**config.mk**
```make
export PLATFORM = sky130hd
export DESIGN_NAME = serial_adder_ctrl
export DESIGN_NICKNAME = d
export VERILOG_FILES = /design/src/rtl/serial_adder_pkg.sv /design/src/rtl/fa_cell.sv /design/src/rtl/serial_adder_ctrl.sv
export SDC_FILE = /design/constraint.sdc
export NUM_CORES = 1
export LEC_CHECK = 0
export CORE_MARGIN = 10
export CORE_UTILIZATION = 46
export DETAILED_ROUTE_END_ITERATION = 10
export DONT_BUFFER_PORTS = 1
export GPL_TIMING_DRIVEN = 0
export MAX_ROUTING_LAYER = met4
export REMOVE_ABC_BUFFERS = 1
export SLEW_MARGIN = 20
export SYNTH_ARGS = -nofsm -noshare
export SYNTH_HDL_FRONTEND = slang
export SYNTH_SLANG_ARGS = --single-unit
```
**constraint.sdc**
```tcl
create_clock -name clk -period 2.9 [get_ports clk]
set_input_delay 0.29 -clock clk [delete_from_list [all_inputs] [get_ports clk]]
set_output_delay 0.29 -clock clk [all_outputs]
set_load 0.01 [all_outputs]
```
**src/rtl/serial_adder_pkg.sv**
```systemverilog
// Shared types and helpers for the bit-serial adder controller.
package serial_adder_pkg;

    localparam int unsigned STATE_W = 2;

    typedef enum logic [STATE_W-1:0] {
        StIdle = 2'd0,
        StRun  = 2'd1,
        StDone = 2'd2
    } state_e;

    // Bit counter width; at least one bit even for degenerate widths.
    function automatic int unsigned cnt_w(input int unsigned width);
        return (width > 1) ? $clog2(width) : 1;
    endfunction

endpackage

```
**src/rtl/fa_cell.sv**
```systemverilog
// One-bit combinational full adder reused every cycle by the serial adder.
module fa_cell (
    input  logic x,
    input  logic y,
    input  logic ci,
    output logic s,
    output logic co
);

    assign s  = x ^ y ^ ci;
    assign co = (x & y) | (ci & (x ^ y));

endmodule

```
**src/rtl/serial_adder_ctrl.sv**
```systemverilog
// Bit-serial adder: one full-adder cell, LSB first, WIDTH cycles per operation.
// Define SERIAL_ADDER_SUB_EN to add the 'sub' input (a - b via ~b and carry-in 1).
module serial_adder_ctrl
    import serial_adder_pkg::*;
#(
    parameter int unsigned WIDTH = 8
) (
    input  logic             clk,
    input  logic             rst,
    input  logic             start,
`ifdef SERIAL_ADDER_SUB_EN
    input  logic             sub,
`endif
    input  logic [WIDTH-1:0] a,
    input  logic [WIDTH-1:0] b,
    input  logic             cin,
    output logic             busy,
    output logic             done,
    output logic [WIDTH-1:0] sum,
    output logic             cout
);

    localparam int unsigned      CntW    = cnt_w(WIDTH);
    localparam logic [CntW-1:0]  CntLast = CntW'(WIDTH - 1);

    state_e             state_q, state_d;
    logic [WIDTH-1:0]   a_sh_q, a_sh_d;
    logic [WIDTH-1:0]   b_sh_q, b_sh_d;
    logic [WIDTH-1:0]   sum_q, sum_d;
    logic               carry_q, carry_d;
    logic               cout_q, cout_d;
    logic [CntW-1:0]    cnt_q, cnt_d;

    logic [WIDTH-1:0]   b_load;
    logic               carry_load;
    logic               fa_s, fa_co;

`ifdef SERIAL_ADDER_SUB_EN
    assign b_load     = sub ? ~b : b;
    assign carry_load = sub ? 1'b1 : cin;
`else
    assign b_load     = b;
    assign carry_load = cin;
`endif

    fa_cell u_fa_cell (
        .x  (a_sh_q[0]),
        .y  (b_sh_q[0]),
        .ci (carry_q),
        .s  (fa_s),
        .co (fa_co)
    );

    always_comb begin
        state_d = state_q;
        a_sh_d  = a_sh_q;
        b_sh_d  = b_sh_q;
        sum_d   = sum_q;
        carry_d = carry_q;
        cout_d  = cout_q;
        cnt_d   = cnt_q;
        unique case (state_q)
            StIdle: begin
                if (start) begin
                    a_sh_d  = a;
                    b_sh_d  = b_load;
                    carry_d = carry_load;
                    cnt_d   = '0;
                    state_d = StRun;
                end
            end
            StRun: begin
                sum_d   = {fa_s, sum_q[WIDTH-1:1]};
                carry_d = fa_co;
                a_sh_d  = a_sh_q >> 1;
                b_sh_d  = b_sh_q >> 1;
                if (cnt_q == CntLast) begin
                    cout_d  = fa_co;
                    state_d = StDone;
                end else begin
                    cnt_d = cnt_q + 1'b1;
                end
            end
            StDone: state_d = StIdle;
            default: state_d = StIdle;
        endcase
    end

    always_ff @(posedge clk or posedge rst) begin
        if (rst) begin
            state_q <= StIdle;
            a_sh_q  <= '0;
            b_sh_q  <= '0;
            sum_q   <= '0;
            carry_q <= 1'b0;
            cout_q  <= 1'b0;
            cnt_q   <= '0;
        end else begin
            state_q <= state_d;
            a_sh_q  <= a_sh_d;
            b_sh_q  <= b_sh_d;
            sum_q   <= sum_d;
            carry_q <= carry_d;
            cout_q  <= cout_d;
            cnt_q   <= cnt_d;
        end
    end

    assign busy = (state_q != StIdle);
    assign done = (state_q == StDone);
    assign sum  = sum_q;
    assign cout = cout_q;

endmodule
```
==> results_dict.tcl <==
set metrics [dict create \
    drtIter0Drc 55 \
    cts_setup_buffers 0 \
    hpwl_mm 2.06 \
    required_ns 2.61 \
    grt_pass1_wl_mm 5.27 \
    critPathArrivalTime_ns 1.69 \
    maxCapViolCount 0 \
    holdPathStages 2 \
    hp-class "primary input to flop" \
    synth_top_cell_by_area "dfrtp_1" \
    dieHeight_um 78.3 \
    cts-resized-gates 0 \
    fin_skew_ns 0.00422 \
    reg2reg_to "sum[4]" \
    regArea_um2 777 \
    max_stage_delay_ns 1.04 \
    die_area_um2 6120 \
    cts_tree "built" \
    ys_types 27 \
    cp_top_family "flip-flops" \
    overflow 0 \
    tns_ns 0 \
    start_util_pct 47.2 \
    power.density_nw_per_um2 995 \
    area_growth_pct 2.88 \
    reg2reg_from "state_q[1]" \
    path_max_fanout 36 \
    yosysWarnings 0 \
    final_nets 152 \
    grt_max_degree 43 \
    root_buffer "clkbuf_4" \
    status "complete, no violations" \
    crit_slowest_cell "dfrtp_1" \
    slew-limit-headroom_pct 29.7 \
    synth-xor-area-share_pct 0 \
    yosysTopAreaCellShare_pct 49.7 \
    crit_type "flop to output pin" \
    tightest_slew_ns 1.05 \
    path_cells "nor2b_1" \
    synth_top_family_by_area "simple AND/OR/NAND/NOR gates" \
    core_um2 3310 \
    cts_max_level 2 \
    cts_buffer_depth 2 \
    clock-sinks 31 \
    ctsHoldBuffers 1 \
    setup_viol 0 \
    num_vias 1012 \
    ys_ff_latch 31 \
    cts-buffers-inserted 5 \
    synth_common_cells "dfrtp_1, inv_1, nor3b_1" \
    clk_pin_slew_ns 0.08 \
    startpoint "state_q[1]" \
    drcViolationCount 0 \
    fmax_mhz 506 \
    place_congestion 0.693 \
    diodes 0 \
    clk_latency_ns 0.31 \
    grt_pass1_vias 1067 \
    ys_top_cells_by_area "dfrtp_1, mux2_1, o221a_2, nor3b_1, nor4b_1" \
    synth_seq_area_share_pct 49.7 \
    fillers 325 \
    synth_compound_gate_area_share_pct 13.1 \
    finalCritPeriodShare_pct 68.1 \
    fp.dieW_um 78.3 \
    synthAdderAreaFrac_pct 2.88 \
    place.port_buffers 0 \
    min_to "state_q[0]" \
    drv_slew 0 \
    crit_buf_inv 0 \
    synth_edf_count 0 \
    p_total_w 0.00160 \
    rows 21 \
    hold_violations 0 \
    ir_drop_uv 385 \
    track_usage_pct 11.1 \
    cp-end-kind "output pin" \
    synth_cells 132 \
    ys.flop_type "dfrtp_1" \
    final_util_pct 48.5 \
    syn_avg_cell_area_um2 11.8 \
    whs_ns 0.116 \
    finalCriticalPeriod_ns 1.98 \
    cellLeakagePower_nw 0.678 \
    synth-simple-area-share_pct 20.5 \
    multi_input_area_um2 672 \
    netlist_area_um2 1560 \
    synth.most_common_cell "dfrtp_1" \
    grt_setup_unrepaired "false" \
    ioPinCount 31 \
    hp-start "start" \
    synthMuxAreaShare_pct 6.49 \
    routed_via_density 5.82 \
    layout-drive-gt1-share_pct 10.9 \
    worstRegToRegCells 2 \
    wl_mm 3.06 \
    ant_nets 0 \
    wl_per_cell_um 17.6 \
    antenna_found_initial 0 \
    drtPass1Iterations 4 \
    critPathLaunchType "flop" \
    ff2ff_setup_slack_ns 0.93 \
    synthArstFlopShare_pct 100 \
]
[registers in the layout (all words and copies together) (netlist names)]
signal and count:
b_sh_q 8, cnt_q 3, carry_q 1, sum 8, state_q 2, cout 1, a_sh_q 8
[through the flow]
stage,setup WS (ns),area [um^2],cells
final,0.925,1610,174
after global placement,0.698,1550,167
after global routing,0.724,1610,174
after floorplan,1.06,1500,121
after CTS,0.626,1610,174
after detailed placement,0.622,1550,167
[kinds of logic (layout without fill, tap and decap cells)]
kind of cell | Yosys count | count (layout)
AO/OA/AOI/OAI | 23 | 23
buffers and inverters | 24 | 20
multiplexers | 9 | 9
adder cells (fa/ha/maj) | 3 | 3
flip-flops | 31 | 31
AND/OR/NAND/NOR | 42 | 42
[report_power, final]
group	internal [W]	switching, W
logic	0.000288	0.000217
registers	0.000637	0.000245
clock network	0.0000860	0.000126
[layout by cell type (no fill, tap or decap), types with 2 or more instances in the layout]
cell      synthesis  routed
dfrtp_1          31      30
inv_1            13      12
nor3b_1          10      10
mux2_1            9       9
nor4b_1           8       8
a211oi_1          8       8
o221a_2           7       7
or4b_1            6       6
nand2b_1          5       5
clkbuf_4          0       5
nand3_1           3       3
o221ai_1          3       3
or2_1             2       2
nand2_1           2       2
nor2b_1           2       2
nor4bb_1          2       2
a211o_1           2       2
ha_1              2       2
[layer usage]
layer / vias to the layer above / wire [um] / GRT usage (%)
li1: 482 / - / -
met5: - / 0 / -
met2: 22 / 1500 / 16.4
met1: 506 / 1360 / 13.0
met3: 2 / 188 / 5.47
met4: 0 / 13 / 3.23
[how the worst max path moves through the flow]
| stage | slack [ns] | to | cells past startpoint |
|---|---|---|---|
| after floorplan | 1.06 | sum[0] | 2 |
| after global placement | 0.70 | sum[6] | 2 |
| after detailed placement | 0.62 | sum[4] | 2 |
| after CTS | 0.63 | sum[4] | 2 |
| after global routing | 0.72 | sum[4] | 2 |
| final | 0.92 | done | 1 |
[area by class of cell]
class	instances	area share, %
clock buffers	6	2.57
inverters	13	3.04
multi-input cells	77	41.8
flip-flops and latches	31	48.4
well taps	46	3.58
repair buffers	1	0.623
Power figures use the tool's default switching activity.
